## config.mk

```make
export PLATFORM = sky130hd
export DESIGN_NAME = stage_timing
export DESIGN_NICKNAME = d
export VERILOG_FILES = /design/src/rtl/stage_timing.sv
export SDC_FILE = /design/constraint.sdc
export NUM_CORES = 1
export LEC_CHECK = 0
export CAP_MARGIN = 10
export CORE_AREA = 10 10 47 49
export DETAILED_ROUTE_END_ITERATION = 6
export DIE_AREA = 0 0 57 59
export PLACE_DENSITY = 0.68
export SLEW_MARGIN = 20
export SYNTH_ARGS = -nofsm -noshare
export SYNTH_HDL_FRONTEND = slang
export SYNTH_SLANG_ARGS = --single-unit
```

## constraint.sdc

```tcl
create_clock -name SIM_CLK -period 3 [get_ports SIM_CLK]
set_clock_uncertainty 0.2 [all_clocks]
set_input_delay 0.3 -clock SIM_CLK [delete_from_list [all_inputs] [get_ports SIM_CLK]]
set_output_delay 0.3 -clock SIM_CLK [all_outputs]
set_load 0.02 [all_outputs]
```

## src/rtl/stage_timing.sv

```systemverilog
// stage_timing: timepulse sequencer (TP 1..12) with MCT-boundary stage transfer.
//   Inputs : SIM_CLK clock, SIM_RST async active-high reset, PHS_EN timepulse
//            advance strobe, MSTOP monitor stop (holds at T12), GOJAM restart,
//            ST1REQ/ST2REQ stage bit requests for the next MCT.
//   Outputs: T01_n/T02/T12_n timepulse decodes, TP current timepulse,
//            ST0_n/ST1_n/STD2/ST3_n stage decodes, MCTEND boundary pulse.
// Every output is taken from registered state, so no input reaches an output
// without passing through a flop.
module stage_timing (
  input  logic       SIM_CLK,
  input  logic       SIM_RST,
  input  logic       PHS_EN,
  input  logic       MSTOP,
  input  logic       GOJAM,
  input  logic       ST1REQ,
  input  logic       ST2REQ,
  output logic       T01_n,
  output logic       T02,
  output logic       T12_n,
  output logic [3:0] TP,
  output logic       ST0_n,
  output logic       ST1_n,
  output logic       STD2,
  output logic       ST3_n,
  output logic       MCTEND
);

  localparam int unsigned TP_W    = 4;
  localparam int unsigned ST_W    = 2;
  localparam int unsigned TP_LAST = 12;

  logic [TP_W-1:0] tp_q;
  logic [ST_W-1:0] stage_q;
  logic [ST_W-1:0] pend_q;
  logic            mctend_q;
  logic            at_last;
  logic            boundary;
  logic [ST_W-1:0] req;

  assign at_last  = (tp_q == TP_W'(TP_LAST));
  // MCT boundary: strobe at T12 without monitor stop.
  assign boundary = PHS_EN && at_last && !MSTOP;
  assign req      = {ST2REQ, ST1REQ};

  // Timepulse counter, stage/pending registers and boundary pulse.
  always_ff @(posedge SIM_CLK or posedge SIM_RST) begin
    if (SIM_RST) begin
      tp_q     <= TP_W'(1);
      stage_q  <= '0;
      pend_q   <= '0;
      mctend_q <= 1'b0;
    end else begin
      if (PHS_EN) begin
        if (!at_last) begin
          tp_q <= tp_q + TP_W'(1);
        end else if (!MSTOP) begin
          tp_q <= TP_W'(1);
        end
      end
      // MCTEND follows every boundary, GOJAM included.
      mctend_q <= boundary;
      // GOJAM wins over both request capture and boundary transfer; a request
      // on the boundary cycle goes straight into the new stage, not into PEND.
      if (GOJAM) begin
        stage_q <= '0;
        pend_q  <= '0;
      end else if (boundary) begin
        stage_q <= pend_q | req;
        pend_q  <= '0;
      end else begin
        pend_q  <= pend_q | req;
      end
    end
  end

  // Decodes of registered state.
  assign TP     = tp_q;
  assign T01_n  = (tp_q != TP_W'(1));
  assign T02    = (tp_q == TP_W'(2));
  assign T12_n  = !at_last;
  assign ST0_n  = (stage_q != ST_W'(0));
  assign ST1_n  = (stage_q != ST_W'(1));
  assign STD2   = (stage_q == ST_W'(2));
  assign ST3_n  = (stage_q != ST_W'(3));
  assign MCTEND = mctend_q;

endmodule

```

==> impl_metrics.env, run 1 <==
export IMPL_synth_top_cell_by_area="dfrtp_1"
export IMPL_synth_distinct_cells=24
export IMPL_cp_top_family="buffers and inverters"
export IMPL_rsz0062_at_grt="false"
export IMPL_max_freq_ghz=0.3993
export IMPL_firstDrtPassIters=4
export IMPL_finalHoldViolCount=0
export IMPL_syn_inst=51
export IMPL_htree_num_levels=1
export IMPL_die_h_um=59
export IMPL_p_per_area_nw_per_um2=804.8
export IMPL_slew_headroom_pct=78.10
export IMPL_drv_slew=0
export IMPL_clk_pin_slew_ns=0.06
export IMPL_fin_util_pct=52.23
export IMPL_drive_gt1_share_pct=15.28
export IMPL_io_buffers=18
export IMPL_area_delta_synth_final_pct=43.38
export IMPL_place_area_um2=705.7
export IMPL_ys_warn_count=0
export IMPL_postCtsSetupRepairBufs=0
export IMPL_cts_resized=0
export IMPL_cp_startpoint="TP[0]$_DFFE_PP1P_"
export IMPL_post_drt_wl_per_cell_um=13.31
export IMPL_synthTopCellsByArea="dfrtp_1 (39%), ha_1 (9.8%), dfstp_2 (5.1%), a21oi_1 (3.9%), nand2_1 (3.7%)"
export IMPL_viasPerCell=4.886
export IMPL_drv_cap=0
export IMPL_cts_tree="built"
export IMPL_grt_usage_pct=7.199
export IMPL_critPathBufInv=3
export IMPL_core_um2=1401
export IMPL_power_switching_mw=0.2320
export IMPL_overflow=0
export IMPL_syn_avg_cell_area_um2=10.01
export IMPL_final_nets=84
export IMPL_dr_wl_met3_um=180
export IMPL_synth_nets=62
export IMPL_tns_ns=0
export IMPL_start_kind="flip-flop"
export IMPL_critPathMaxFanout=7
export IMPL_via_count=430
export IMPL_start_util_pct=36.43
export IMPL_first_iter_violations=4
export IMPL_rows=14
export IMPL_mostFrequentLayoutCells="clkdlybuf4s50_1 (18), dfrtp_1 (8), nand2_1 (5)"
export IMPL_cts_made_buffers=3
export IMPL_drt_wl_total_mm=1.171
export IMPL_p_seq_share_pct=35.8
export IMPL_ys_seq_area_share_pct=44.36
export IMPL_min_path_type="input port to asynchronous set/reset pin"
export IMPL_met2_length_um=512
export IMPL_first_global_vias=440
export IMPL_cp_num_cells=5
export IMPL_status="completed"
export IMPL_r2r_start="TP[0]$_DFFE_PP1P_"
export IMPL_crit_required_ns=2.50
export IMPL_fin_crit_ns=2.505
export IMPL_place_congestion=0.7138
export IMPL_path_cells="inv_1 > ha_1 > and3_4 > inv_4 > clkdlybuf4s50_1"
export IMPL_synth_seq_cells=9
export IMPL_critical_path_class="flip-flop to output port"
export IMPL_grt_max_degree=10
export IMPL_combPwrFrac_pct=49.0
export IMPL_final_common_cell="clkdlybuf4s50_1"
export IMPL_final_area_um2=732.0
export IMPL_synth_cell_area_um2=510.5
export IMPL_leakagePower_nw=0.3345
export IMPL_die_w_um=57
export IMPL_cts_sinks=9
export IMPL_max_stage_delay_ns=0.60
export IMPL_crit_slowest_cell="clkdlybuf4s50_1"
export IMPL_diodes=0
export IMPL_clk_latency_ns=0.25
export IMPL_ir_drop_mv=0.4072
export IMPL_arrival_ns=2.00
export IMPL_dr_max_layer_used="met4"
export IMPL_die_area_um2=3363
export IMPL_hpwl_um=966.8
export IMPL_cts_buffer_depth=2
export IMPL_p_int_mw=0.3571
export IMPL_drc=0
export IMPL_wl_met1_um=469
export IMPL_setup_worst_path_end_class="output port"
export IMPL_postCtsHoldBufs=0
export IMPL_switching_share_pct=39.38
export IMPL_clkPwrFrac_pct=15.2
export IMPL_setup_viol=0
export IMPL_antenna_found_initial=0
export IMPL_r2r_cells=6
export IMPL_fin_crit_sh_pct=83.49
export IMPL_io_pins=19
export IMPL_cts_root_buffer="clkbuf_4"
export IMPL_fill_cells=142
export IMPL_synth_top_area_share_pct=39.22
export IMPL_grt_pass1_wl_mm=1.973
export IMPL_antenna_left=0
export IMPL_worst_pin_slew_ns=0.3281
power groups by stage:
stage / combinational [mW] / clock [mW] / sequential [mW]
5_1_grt: 0.318 / 0.101 / 0.219
3_3_place_gp: 0.292 / 0 / 0.211
2_1_floorplan: 0.144 / 0 / 0.234
3_5_place_dp: 0.292 / 0 / 0.213
6_report: 0.289 / 0.0896 / 0.211
4_1_cts: 0.294 / 0.0932 / 0.211
routing by layer:
metal	vias to the layer above	track usage (%)
met5	-	0
met2	18	10.39
met1	195	7.561
met4	0	3.020
li1	215	-
met3	2	5.794
through the flow:
stage          power, mW  hold slack [ns]  cells  worst slack, ns
2_1_floorplan     0.3777         -0.07280     51            1.099
3_3_place_gp      0.5029           0.3146     84           0.7847
3_5_place_dp      0.5052           0.3213     84           0.7620
4_1_cts           0.5988           0.1094     88           0.4831
5_1_grt           0.6387           0.1396     88           0.4111
6_report          0.5890          0.09580     88           0.4953
final timing paths:
| kind | endpoint | slack, ns |
|---|---|---|
| worst max-delay path | T12_n | 0.50 |
| worst min-delay path | pend_q[0]$_DFF_PP0_ | 0.1 |
| worst max register to register | TP[2]$_DFFE_PP0P_ | 1.13 |
| worst min register to register | pend_q[1]$_DFF_PP0_ | 0.33 |
| max in group asynchronous | TP[0]$_DFFE_PP1P_ | 2.21 |
| min in group SIM_CLK | pend_q[1]$_DFF_PP0_ | 0.33 |
cells in the mapped netlist:
master    number
a211o_2        1
a211oi_1       2
a21oi_1        4
a41oi_1        1
and2_1         2
and3_2         1
and3_4         1
clkbuf_2       1
dfrtp_1        8
dfstp_2        1
ha_1           4
inv_1          4
inv_4          1
mux2_4         1
nand2_1        5
nand2b_1       1
nand3_1        1
nor2_1         4
nor2b_1        2
nor3_1         2
nor3b_1        1
o211a_1        1
o21ai_4        1
or2_2          1
area by class of cell:
class	count	area [um^2]	share of cell area, %
flip-flops and latches	9	226.5	30.94
repair buffers	18	180.2	24.62
inverters	5	21.27	2.906
well taps	16	20.02	2.735
multi-input cells	36	257.7	35.21
clock buffers	4	26.28	3.590
kinds of logic after synthesis:
group                      count (synthesis)  synth area share [%]
and+or+nand+nor                           21                 22.06
AOI/OAI and AO/OA                         10                 15.69
DFF                                        9                 44.36
buffers and inverters                      6                 5.146
adders and majority gates                  4                 9.804
muxes                                      1                 2.940
flip-flops by register name, summed over array words and instances, names as in the netlist:
signal / cells
TP: 4
pend_q: 2
stage_q: 2
MCTEND: 1
Power figures use the tool's default switching activity.
==> inputs of run 2 (changes only) <==
- CORE_AREA: 10 10 47 49 -> not set
- CORE_MARGIN: not set -> 10
- CORE_UTILIZATION: not set -> 37
- DIE_AREA: 0 0 57 59 -> not set
- clock period: 3 -> 2.11 ns (I/O delays scaled with it)
==> run 2 against run 1 <==
Die area fell by 2.9%. Clock-buffer cell count did not move. Hold slack got worse by 0.090 ns. Design area up 1.4%. Clock power grew 57%. Largest power group unchanged.
==> impl_metrics.env, run 2 (same netlist as run 1, synthesis figures left out) <==
export IMPL_viasPerCell=4.933
export IMPL_fin_crit_ns=1.948
export IMPL_setup_ws_ns=0.1624
export IMPL_cts_buffer_depth=2
export IMPL_grt_pass1_wl_mm=2.070
export IMPL_overflow=0
export IMPL_first_global_vias=458
export IMPL_grtUsageMet1_pct=9.080
export IMPL_p_int_mw=0.5213
export IMPL_setup_worst_path_end_class="output port"
export IMPL_place_congestion=0.7400
export IMPL_first_iter_violations=6
export IMPL_core_um2=1301
export IMPL_finalHoldViolCount=0
export IMPL_io_buffers=18
export IMPL_finalNonFillerCells=89
export IMPL_postCtsSetupRepairBufs=0
export IMPL_hpwl_um=983.4
export IMPL_postCtsHoldBufs=0
export IMPL_die_area_um2=3266
export IMPL_switching_share_pct=39.76
export IMPL_p_per_area_nw_per_um2=1166
export IMPL_p_total_mw=0.8654
export IMPL_antenna_left=0
export IMPL_io_pins=19
export IMPL_area_delta_synth_final_pct=45.34
export IMPL_mostFrequentLayoutCells="clkdlybuf4s50_1 (15), dfrtp_1 (8), nand2_1 (5)"
export IMPL_start_util_pct=39.23
export IMPL_rows=13
export IMPL_final_area_um2=742.0
export IMPL_crit_required_ns=1.70
export IMPL_drv_cap=0
export IMPL_min_path_type="input port to asynchronous set/reset pin"
export IMPL_final_common_cell="clkdlybuf4s50_1"
export IMPL_setup_viol=0
export IMPL_critPathMaxFanout=5
export IMPL_fill_cells=135
export IMPL_post_drt_wl_per_cell_um=13.74
export IMPL_p_seq_share_pct=31.5
export IMPL_drv_slew=0
export IMPL_fin_crit_sh_pct=92.30
export IMPL_place_area_um2=719.4
export IMPL_pre_cts_slack_ns=0.03359
export IMPL_leakagePower_nw=0.3486
export IMPL_drc=0
export IMPL_ir_drop_mv=0.8029
export IMPL_clk_latency_ns=0.27
export IMPL_cts_root_buffer="clkbuf_4"
export IMPL_antenna_found_initial=0
export IMPL_largest_register_ffs=4
export IMPL_htree_num_levels=1
export IMPL_final_nets=86
export IMPL_drive_gt1_share_pct=18.92
export IMPL_worst_pin_slew_ns=0.3549
export IMPL_die_h_um=57.15
export IMPL_slew_headroom_pct=76.31
export IMPL_power_switching_mw=0.3441
export IMPL_grtUsageMet3_pct=3.319
export IMPL_via_count=439
export IMPL_grt_busiest_layer="met2"
export IMPL_cts_tree="built"
export IMPL_rsz0062_at_grt="false"
export IMPL_grt_max_degree=10
export IMPL_dp_cells=85
export IMPL_firstDrtPassIters=4
export IMPL_fin_util_pct=57.02
export IMPL_finalHoldWorstSlack_ns=0.005565
export IMPL_clkPwrFrac_pct=16.3
export IMPL_status="completed"
export IMPL_cts_sinks=9
export IMPL_die_w_um=57.15
export IMPL_grt_usage_pct=7.958
export IMPL_start_kind="flip-flop"
export IMPL_use_met2_pct=11.94
export IMPL_diodes=0
export IMPL_tns_ns=0
export IMPL_critical_path_class="flip-flop to output port"
export IMPL_max_freq_ghz=0.5134
export IMPL_clk_pin_slew_ns=0.07
export IMPL_drt_wl_total_mm=1.223
export IMPL_combPwrFrac_pct=52.2
export IMPL_cts_made_buffers=3
export IMPL_arrival_ns=1.54
run 2: layer usage:
layer	wire length, um	share of wire [%]	vias to the layer above
li1	-	-	219
met1	579	47	205
met2	554	45	11
met3	65	5.3	4
met4	24	2.0	0
met5	0	0	-
run 2: timing repair:
action                     4_1_cts  5_1_grt
resized for setup                2        3
hold endpoints to repair         0        0
setup endpoints to repair        2        2
run 2: final cells by class:
cell class / count / area [um^2] / area share [%]
Multi-Input combinational cell: 36 / 257.7 / 34.74
Sequential cell: 9 / 226.5 / 30.52
Timing Repair Buffer: 20 / 191.4 / 25.80
Clock buffer: 4 / 26.28 / 3.541
Inverter: 5 / 21.27 / 2.867
Tap cell: 15 / 18.77 / 2.530
run 2: power groups by stage:
stage / clock (mW) / sequential, mW / combinational, mW
6_report: 0.141 / 0.273 / 0.451
5_1_grt: 0.155 / 0.283 / 0.497
4_1_cts: 0.142 / 0.273 / 0.460
3_5_place_dp: 0 / 0.276 / 0.464
3_3_place_gp: 0 / 0.274 / 0.462
2_1_floorplan: 0 / 0.333 / 0.204
run 2: final timing paths:
kind	startpoint	to	slack (ns)	cells past startpoint
setup / recovery	stage_q[0]$_DFFE_PP0P_	ST0_n	0.16	2
hold / removal	SIM_RST	TP[2]$_DFFE_PP0P_	0.006	2
setup reg to reg	TP[0]$_DFFE_PP1P_	TP[2]$_DFFE_PP0P_	0.33	6
hold reg to reg	TP[0]$_DFFE_PP1P_	TP[0]$_DFFE_PP1P_	0.33	2
max in group asynchronous	SIM_RST	TP[0]$_DFFE_PP1P_	1.40	2
min in group SIM_CLK	TP[0]$_DFFE_PP1P_	TP[0]$_DFFE_PP1P_	0.33	2
run 2: critical path: stages, from the launching register on:
cell and delay, ns:
dfrtp_1 0.42, or2_2 0.30, clkdlybuf4s50_1 0.54
